===== src/rtl/fir_mon_pkg.sv =====
// Shared types and constants for the FIR output monitor: display FSM encoding
// and the active-low seven-segment glyph table (bit0=a .. bit6=g).
package fir_mon_pkg;

  typedef enum logic {
    SHOW_LO = 1'b0,
    SHOW_HI = 1'b1
  } state_e;

  localparam logic [6:0] SEG_ZERO = 7'b1000000;

  localparam logic [6:0] SEG_TABLE [16] = '{
    7'b1000000, 7'b1111001, 7'b0100100, 7'b0110000,
    7'b0011001, 7'b0010010, 7'b0000010, 7'b1111000,
    7'b0000000, 7'b0010000, 7'b0001000, 7'b0000011,
    7'b1000110, 7'b0100001, 7'b0000110, 7'b0001110
  };

endpackage


===== src/rtl/seg7_decode.sv =====
// Combinational hex nibble to active-low seven-segment decoder.
module seg7_decode
  import fir_mon_pkg::*;
(
  input  logic [3:0] nib,
  output logic [6:0] seg
);

  assign seg = SEG_TABLE[nib];

endmodule


===== src/rtl/fir_out_monitor.sv =====
// Shows the FIR output (last sample, or held peak) one byte at a time on two
// hex digits, alternating bytes every DWELL cycles, with a stretched activity LED.
// Optional peak-hold register enabled by defining FIR_MON_PEAK_HOLD_EN.
module fir_out_monitor
  import fir_mon_pkg::*;
#(
  parameter int DWELL   = 50000000,
  parameter int STRETCH = 5000000
) (
  input  logic        clk,
  input  logic        rst,
  input  logic        enable,
  input  logic        rIn,
  input  logic [15:0] dataIn,
  input  logic        peak_sel,
  input  logic        peak_clr,
  output logic        LEDG,
  output logic [6:0]  HEX0,
  output logic [6:0]  HEX1
);

  localparam int DW = (DWELL > 1) ? $clog2(DWELL) : 1;
  localparam int SW = $clog2(STRETCH + 1);

  logic          accept;
  logic [15:0]   last_q, last_d;
  logic [15:0]   sel_val;
  logic [7:0]    disp_byte;
  logic [6:0]    seg_lo, seg_hi;
  state_e        state_q, state_d;
  logic [DW-1:0] cnt_q, cnt_d;
  logic [SW-1:0] str_q, str_d;
  logic          ledg_q, ledg_d;
  logic [6:0]    hex0_q, hex0_d, hex1_q, hex1_d;

  assign accept = enable & rIn;

`ifdef FIR_MON_PEAK_HOLD_EN
  logic [15:0] peak_q, peak_d;

  // A clear wins over a same-cycle sample; the sample still lands in last_q.
  always_comb begin
    peak_d = peak_q;
    if (enable) begin
      if (peak_clr)                        peak_d = '0;
      else if (rIn && (dataIn > peak_q))   peak_d = dataIn;
    end
  end

  always_ff @(posedge clk or negedge rst) begin
    if (!rst) peak_q <= '0;
    else      peak_q <= peak_d;
  end

  assign sel_val = peak_sel ? peak_q : last_q;
`else
  logic unused_peak;
  assign unused_peak = peak_sel ^ peak_clr;
  assign sel_val     = last_q;
`endif

  assign disp_byte = (state_q == SHOW_HI) ? sel_val[15:8] : sel_val[7:0];

  seg7_decode u_seg_lo (.nib(disp_byte[3:0]), .seg(seg_lo));
  seg7_decode u_seg_hi (.nib(disp_byte[7:4]), .seg(seg_hi));

  always_comb begin
    last_d  = last_q;
    state_d = state_q;
    cnt_d   = cnt_q;
    str_d   = str_q;
    hex0_d  = hex0_q;
    hex1_d  = hex1_q;
    if (enable) begin
      if (rIn) last_d = dataIn;
      if (cnt_q == DW'(DWELL - 1)) begin
        cnt_d   = '0;
        state_d = (state_q == SHOW_HI) ? SHOW_LO : SHOW_HI;
      end else begin
        cnt_d = cnt_q + DW'(1);
      end
      if (accept)              str_d = SW'(STRETCH);
      else if (str_q != '0)    str_d = str_q - SW'(1);
      hex0_d = seg_lo;
      hex1_d = seg_hi;
    end
    // Registered copy of "stretch counter nonzero" tracks the counter exactly.
    ledg_d = (str_d != '0);
  end

  always_ff @(posedge clk or negedge rst) begin
    if (!rst) begin
      last_q  <= '0;
      state_q <= SHOW_HI;
      cnt_q   <= '0;
      str_q   <= '0;
      ledg_q  <= 1'b0;
      hex0_q  <= SEG_ZERO;
      hex1_q  <= SEG_ZERO;
    end else begin
      last_q  <= last_d;
      state_q <= state_d;
      cnt_q   <= cnt_d;
      str_q   <= str_d;
      ledg_q  <= ledg_d;
      hex0_q  <= hex0_d;
      hex1_q  <= hex1_d;
    end
  end

  assign LEDG = ledg_q;
  assign HEX0 = hex0_q;
  assign HEX1 = hex1_q;

endmodule


===== config.mk =====
export PLATFORM = sky130hd
export DESIGN_NAME = fir_out_monitor
export DESIGN_NICKNAME = d
export VERILOG_FILES = /design/src/rtl/fir_mon_pkg.sv /design/src/rtl/seg7_decode.sv /design/src/rtl/fir_out_monitor.sv
export SDC_FILE = /design/constraint.sdc
export NUM_CORES = 1
export LEC_CHECK = 0
export CAP_MARGIN = 15
export CORE_MARGIN = 3
export CORE_UTILIZATION = 50
export CTS_CLUSTER_SIZE = 28
export DETAILED_ROUTE_END_ITERATION = 16
export PLACE_DENSITY = 0.7
export SYNTH_ARGS = -nofsm -noshare
export SYNTH_HDL_FRONTEND = slang
export SYNTH_HIERARCHICAL = 1
export SYNTH_SLANG_ARGS = --single-unit

===== constraint.sdc =====
create_clock -name clk -period 4.7 [get_ports clk]
set_input_delay 1.175 -clock clk [delete_from_list [all_inputs] [get_ports clk]]
set_output_delay 1.175 -clock clk [all_outputs]
set_load 0.01 [all_outputs]

==> flow_summary_export.csv, run 1 <==
group,metric,value,unit
outcome,outcome,"finished, final reports clean",
worst_setup_path,crit_buf_inv,3,
cts,cts_clock_pin_slew_for_the_worst_setup_and_hold_paths,0.09,ns
drt,antenna_left,0,
die,initial_utilization,0.5170,
worst_setup_path,endpoint_kind,"register",
global_routing,globalRouteMet1Util,0.2737,
drt,drt-total-wl,9.157,mm
placed_design,place.port_buffers,34,
timing,finalSetupTns,0,ns
yosys,ys_async_sr_fraction,1.000,
yosys,synth_nets,500,
drt,starting_drc_count_in_detailed_routing,156,
worst_setup_path,path_common_cell,"sky130_fd_sc_hd__nor2_1",
cts,numCtsBuffers,9,
global_routing,grt_pass1_vias,3368,
global_routing,grt_util_met3,0.04063,
cts,cts_max_level,3,
cts,cts_hold_buf,0,
power,power.density_cell_area,366.4,nW/um^2
yosys,synth_edf_count,0,
die,area_enclosed_by_the_die_boundary,10240,um^2
yosys,syn_avg_cell_area,9.828,um^2
yosys,synthTopCellsByArea,"sky130_fd_sc_hd__dfrtp_1, sky130_fd_sc_hd__nand2_1, sky130_fd_sc_hd__mux2_2",
placed_design,dp.cells,590,
timing,report.final.hold_viol_count,0,
cts,clock_sink_count,81,
cts,root_buffer,"sky130_fd_sc_hd__clkbuf_8",
yosys,synth.cell_area,4531,um^2
cts,cts_setup_buffers,0,
yosys,ys.flop_type,"sky130_fd_sc_hd__dfrtp_1",
placed_design,gp_routability_congestion,0.8865,
cells_and_area,fin_cells,606,
cells_and_area,layout-drive-gt1-share,0.1406,
global_routing,met2_track_demand_over_resource_in_global_routing,0.2958,
timing,relSlewSlack,0.3161,
global_routing,grt-busiest-layer,"met2",
yosys,synthesis.instances,461,
die,die_y,101.2,um
cts,clk_path_buf_depth,2,
job,maxCapViolCount,0,
die,num_io_pins,37,
yosys,synth_sequential_area_ratio,0.4482,
worst_setup_path,crit_arrival,3.68,ns
die,num_rows,34,
drt,viasPerCell,5.604,
yosys,post_synth_top_area_share,0.4308,
yosys,yosys.cell_count.top_type,"sky130_fd_sc_hd__dfrtp_1",
worst_setup_path,critPathTopFamily,"buffers and inverters",
cells_and_area,nets,532,
timing,max_slew_violation_total_from_the_final_report,0,
placed_design,dp_slack,0.9339,ns
drt,vias,3396,
global_routing,grt_antenna_before_repair,0,
worst_setup_path,crit_path_top_delay_cell,"sky130_fd_sc_hd__clkdlybuf4s50_1",
timing,final.setup.worst_slack,1.231,ns
timing,clock-skew-final,0.01258,ns
timing,setup-violations-final,0,
min_path,min_path_type,"reg -> reg",
yosys,ys_ff_latch,81,
drt,post_drt_wl_per_cell,15.11,um
worst_setup_path,setup.worst_path.class,"in -> reg",
yosys,yosys_warnings,6,
power,worst_ir_drop_vdd,0.0001880,V
yosys,yosysUniqueCellTypes,62,
yosys,post_synth_most_frequent_cells,"sky130_fd_sc_hd__dfrtp_1, sky130_fd_sc_hd__nand2_1, sky130_fd_sc_hd__nor2_1",
yosys,synthDominantAreaCellType,"sky130_fd_sc_hd__dfrtp_1",
cts,cts.repair.resized,0,
drt,dr.pass1.iters,5,
worst_setup_path,setup.worst_path.start_class,"primary input",
worst_setup_path,critical_path_required,4.92,ns
die,core_area,8763,um^2
placed_design,dp_hpwl,6.433,mm
cells_and_area,antenna-diode-count,0,
global_routing,maximum_number_of_pins_on_one_net_before_global_route_repair,82,
die,floorplan_die_width,101.2,um
worst_setup_path,timing.critical_path.slowest_cell_delay,0.84,ns
worst_setup_path,worst-path-max-fanout,14,
timing,max_freq,288.3,MHz
global_routing,global_route.overflow_total,0,
global_routing,global_route.usage.total,0.1927,
worst_setup_path,crit_path_cell_trace,"clkdlybuf4s50_1 -> inv_1 -> nor2_1 -> buf_4 -> nor2_1 -> nor3_1 -> nand4_1",
cts,source_to_sink_clock_delay_at_the_later_pin_of_the_worst_skew_pair,0.36,ns
cts,clock_tree_from_tritoncts,"done",
cells_and_area,post_synthesis_to_final_layout_area_growth,13.17,%
global_routing,global_route_wire_length_before_repair,15.78,mm
power,p_leak,0.002217,uW
timing,rsz0062_at_grt,"false",
timing,tightest_slew,1.026,ns
timing,min_period_over_period,0.7380,
drt,post-route-drc-count,0,
timing,final.min_clock_period,3.469,ns
## per-stage QoR
step	util	cell area (um^2)	hold slack (ns)	power, uW
2_1_floorplan	-	4531	0.4401	1234
6_report	0.5851	5127	0.4752	1879
3_3_place_gp	0.5638	4941	0.4562	1388
4_1_cts	0.5851	5127	0.4787	1899
3_5_place_dp	0.5638	4941	0.4568	1407
5_1_grt	0.5851	5127	0.4949	2006
## worst reg2reg max path, delay by kind of cell, from the launching register on
family | cells | cell delay, ns
AND/OR/NAND/NOR | 6 | 1.74
flip-flops | 1 | 0.45
AO/OA/AOI/OAI | 2 | 0.73
## sequential cells by signal, summed over array words and instances (netlist names)
signal and cells:
HEX0 7, HEX1 7, LEDG 1, cnt_q 26
last_q 16, state_q 1, str_q 23
## cell families (layout without fill, tap and decap cells)
group | count (synthesis) | count (layout) | share of synthesized area
simple gates | 212 | 212 | 0.2414
xor+xnor | 35 | 35 | 0.06766
mux | 31 | 31 | 0.07871
fa+ha+maj | 17 | 17 | 0.04695
flops | 81 | 81 | 0.4482
buf+inv | 30 | 67 | 0.03342
compound gates | 55 | 55 | 0.08368
## area by class of cell
type / instances / area, um^2
Multi-Input combinational cell: 350 / 2355
Tap cell: 108 / 135.1
Sequential cell: 81 / 2031
Fill cell: 798 / 3636
Inverter: 12 / 45.04
Timing Repair Buffer: 39 / 375.4
Clock inverter: 7 / 62.56
Clock buffer: 9 / 123.9
## cell usage in the layout (no fill, tap or decap), types with 3 or more instances in the layout
master	synthesis	routed
sky130_fd_sc_hd__a21oi_1	8	8
sky130_fd_sc_hd__and3_1	4	4
sky130_fd_sc_hd__buf_4	1	6
sky130_fd_sc_hd__clkbuf_8	0	9
sky130_fd_sc_hd__clkdlybuf4s50_1	0	33
sky130_fd_sc_hd__dfrtp_1	78	78
sky130_fd_sc_hd__dfstp_2	3	3
sky130_fd_sc_hd__ha_1	17	17
sky130_fd_sc_hd__inv_1	11	11
sky130_fd_sc_hd__mux2_2	24	24
sky130_fd_sc_hd__mux2i_1	6	6
sky130_fd_sc_hd__nand2_1	74	74
sky130_fd_sc_hd__nand3_1	25	25
sky130_fd_sc_hd__nand4_1	4	4
sky130_fd_sc_hd__nor2_1	42	42
sky130_fd_sc_hd__nor3_1	15	15
sky130_fd_sc_hd__nor4_1	10	9
sky130_fd_sc_hd__nor4_2	4	5
sky130_fd_sc_hd__o211ai_1	3	3
sky130_fd_sc_hd__o21ai_0	18	18
sky130_fd_sc_hd__or3_1	7	7
sky130_fd_sc_hd__or4_1	3	3
sky130_fd_sc_hd__xnor2_1	20	20
sky130_fd_sc_hd__xor2_1	15	15
## worst paths after layout
| check | to | cells past startpoint | slack (ns) | start |
|---|---|---|---|---|
| min | cnt_q[4]$_DFFE_PN0P_ | 1 | 0.48 | cnt_q[4]$_DFFE_PN0P_ |
| min reg2reg | cnt_q[4]$_DFFE_PN0P_ | 1 | 0.48 | cnt_q[4]$_DFFE_PN0P_ |
| max in group asynchronous | cnt_q[12]$_DFFE_PN0P_ | 1 | 3.04 | rst |
| max | LEDG$_DFF_PN0_ | 7 | 1.23 | enable |
| max reg2reg | LEDG$_DFF_PN0_ | 8 | 1.64 | str_q[6]$_DFF_PN0_ |
| min in group asynchronous | str_q[6]$_DFF_PN0_ | 1 | 0.97 | rst |
## where the power goes
group | switching [uW] | leakage (uW) | internal [uW]
Sequential | 92.9 | 0.00102 | 799
Combinational | 259 | 0.00110 | 244
Clock | 279 | 0.0000980 | 204
## per-layer routing
metal / up-vias / share of wire
met5: - / 0
met3: 5 / 0.046
met2: 79 / 0.47
met4: 0 / 0.0071
met1: 1630 / 0.47
li1: 1682 / -
Power figures use the tool's default switching activity.
==> run 2: changes to the inputs <==
- clock period: 4.7 -> 3.6 ns (I/O delays scaled with it)
==> run 2 against run 1 <==
Via count up 3.4%. Register-to-register slack worse by 1.1 ns. Global-route usage down 0.12 points. Highest routed layer unchanged.
==> flow_summary_export.csv, run 2 (synthesized netlist as in run 1, its figures left out) <==
group,metric,value,unit
outcome,outcome,"finished, final reports clean",
drt,vias,3510,
drt,dr.pass1.iters,4,
timing,max_freq,332.0,MHz
min_path,min_path_type,"reg -> reg",
cells_and_area,nets,537,
cells_and_area,top_regs,"cnt_q: 26 flops, str_q: 23 flops, last_q: 16 flops",
timing,setup-violations-final,0,
worst_setup_path,r2r-end,"LEDG$_DFF_PN0_",
timing,clock-skew-final,0.01222,ns
timing,tightest_slew,1.025,ns
cells_and_area,max_flop_register,"cnt_q",
worst_setup_path,setup.worst_path.class,"reg -> reg",
power,p_leak,0.002258,uW
worst_setup_path,critPathTopFamily,"simple AND/OR/NAND/NOR gates",
timing,report.final.hold_viol_count,0,
die,area_enclosed_by_the_die_boundary,10240,um^2
global_routing,global_route.usage.total,0.1915,
cts,clock_tree_from_tritoncts,"done",
cts,cts_clock_pin_slew_for_the_worst_setup_and_hold_paths,0.09,ns
cts,source_to_sink_clock_delay_at_the_later_pin_of_the_worst_skew_pair,0.35,ns
die,initial_utilization,0.5170,
drt,post_drt_wl_per_cell,14.91,um
cts,clock_sink_count,81,
die,num_rows,34,
placed_design,dp_hpwl,6.447,mm
cells_and_area,regArea,2031,um^2
drt,antenna_left,0,
timing,final.min_clock_period,3.012,ns
cts,numCtsBuffers,9,
drt,viasPerCell,5.745,
placed_design,postPlaceCellArea,4979,um^2
cells_and_area,layout.cell_area.non_filler,5206,um^2
cells_and_area,antenna-diode-count,0,
global_routing,grt_pass1_vias,3404,
cells_and_area,largest_register_ff_count,26,
worst_setup_path,crit_path_top_delay_cell,"sky130_fd_sc_hd__o21ai_2",
die,die_y,101.2,um
worst_setup_path,endpoint_kind,"register",
cts,clk_path_buf_depth,2,
cells_and_area,layout-drive-gt1-share,0.1491,
worst_setup_path,crit_arrival,3.22,ns
placed_design,place.port_buffers,34,
worst_setup_path,worst-r2r-setup-slack,0.59,ns
global_routing,grt_antenna_before_repair,0,
worst_setup_path,reg_to_reg_critical_path_startpoint,"str_q[10]$_DFF_PN0_",
placed_design,gp_routability_congestion,0.9185,
power,power.density_cell_area,496.2,nW/um^2
die,num_io_pins,37,
drt,starting_drc_count_in_detailed_routing,200,
cts,cts_setup_buffers,0,
cts,cts.repair.resized,0,
timing,min_period_over_period,0.8367,
cts,root_buffer,"sky130_fd_sc_hd__clkbuf_8",
cts,cts_max_level,3,
timing,relSlewSlack,0.3169,
cells_and_area,fin_cells,611,
worst_setup_path,path_common_cell,"sky130_fd_sc_hd__nor4_1",
cells_and_area,layout.cells.most_common,"sky130_fd_sc_hd__dfrtp_1",
worst_setup_path,crit_buf_inv,0,
power,worst_ir_drop_vdd,0.0002499,V
worst_setup_path,critical_path_required,3.81,ns
cells_and_area,post_synthesis_to_final_layout_area_growth,14.91,%
drt,drt-total-wl,9.112,mm
global_routing,global_route_wire_length_before_repair,15.85,mm
global_routing,global_route.overflow_total,0,
worst_setup_path,setup.worst_path.start_class,"register",
global_routing,maximum_number_of_pins_on_one_net_before_global_route_repair,82,
placed_design,dp.cells,595,
worst_setup_path,timing.critical_path.slowest_cell_delay,0.58,ns
worst_setup_path,crit_path_end,"LEDG$_DFF_PN0_",
worst_setup_path,worst-path-max-fanout,11,
timing,rsz0062_at_grt,"false",
die,floorplan_die_width,101.2,um
die,core_area,8763,um^2
worst_setup_path,reg2reg_depth,8,
cells_and_area,fill_cell_instance_count_of_the_final_layout,758,
timing,fin_hold_ws,0.4726,ns
cells_and_area,multi_input_comb_area,2355,um^2
worst_setup_path,critical_path.startpoint,"str_q[10]$_DFF_PN0_",
cells_and_area,final_core_util,0.5941,
drt,post-route-drc-count,0,
timing,max_slew_violation_total_from_the_final_report,0,
worst_setup_path,crit_path_cell_trace,"nor4_1 -> nand4_2 -> o21ai_2 -> o32ai_2 -> nor4_1 -> nand4bb_1 -> nor4_2 -> nand4_1",
cts,cts_hold_buf,0,
timing,finalSetupTns,0,ns
job,maxCapViolCount,0,
worst_setup_path,cp_num_cells,8,
cells_and_area,layout_common_cells,"sky130_fd_sc_hd__dfrtp_1, sky130_fd_sc_hd__nand2_1, sky130_fd_sc_hd__nor2_1",
==> run 2: changes by cell type in the layout (fill, tap and decap cells not counted) <==
cell,before,now
sky130_fd_sc_hd__inv_8,2,0
sky130_fd_sc_hd__inv_6,2,1
sky130_fd_sc_hd__clkbuf_8,9,10
sky130_fd_sc_hd__buf_4,6,11
sky130_fd_sc_hd__clkinvlp_4,0,1
sky130_fd_sc_hd__bufinv_16,0,2
sky130_fd_sc_hd__clkinv_4,2,1
==> run 2: worst reg2reg max path: stages, from the launching register on <==
cell and delay, ns:
sky130_fd_sc_hd__dfrtp_1 0.43, sky130_fd_sc_hd__nor4_1 0.47, sky130_fd_sc_hd__nand4_2 0.32, sky130_fd_sc_hd__o21ai_2 0.58, sky130_fd_sc_hd__o32ai_2 0.19, sky130_fd_sc_hd__nor4_1 0.44, sky130_fd_sc_hd__nand4bb_1 0.17, sky130_fd_sc_hd__nor4_2 0.15
sky130_fd_sc_hd__nand4_1 0.12
==> run 2: worst min path at each step <==
stage / start / end / slack (ns) / cells after the start
after floorplan: last_q[10]$_DFFE_PN0P_ / last_q[10]$_DFFE_PN0P_ / 0.44 / 2
after global placement: last_q[4]$_DFFE_PN0P_ / last_q[4]$_DFFE_PN0P_ / 0.46 / 2
after detailed placement: last_q[3]$_DFFE_PN0P_ / last_q[3]$_DFFE_PN0P_ / 0.46 / 2
after CTS: last_q[3]$_DFFE_PN0P_ / last_q[3]$_DFFE_PN0P_ / 0.48 / 2
after global routing: cnt_q[4]$_DFFE_PN0P_ / cnt_q[4]$_DFFE_PN0P_ / 0.50 / 1
final: last_q[3]$_DFFE_PN0P_ / last_q[3]$_DFFE_PN0P_ / 0.47 / 2
==> run 2: cell type report <==
cell class | instances | area share
Clock buffer | 10 | 0.02644
Clock inverter | 6 | 0.01730
Inverter | 12 | 0.008652
Multi-Input combinational cell | 350 | 0.4523
Sequential cell | 81 | 0.3901
Tap cell | 108 | 0.02596
Timing Repair Buffer | 44 | 0.07931
==> run 2: through the flow <==
step	total power (uW)	setup slack, ns
2_1_floorplan	1611	1.216
3_3_place_gp	1819	0.3909
3_5_place_dp	1841	0.3463
4_1_cts	2607	0.6743
5_1_grt	2741	0.3772
6_report	2583	0.5878
==> run 2: per-layer routing <==
layer,up-vias,part of all wire,GRT usage
li1,1686,-,-
met1,1736,0.48,0.2634
met2,74,0.46,0.3038
met3,14,0.038,0.02961
met4,0,0.022,0.07873
met5,-,0,0
==> run 2: power by group <==
group          total, uW  internal [uW]  switching [uW]  leakage (uW)
logic                662            325             338       0.00113
clock network        753            412             341      0.000113
registers           1170           1040             124       0.00102
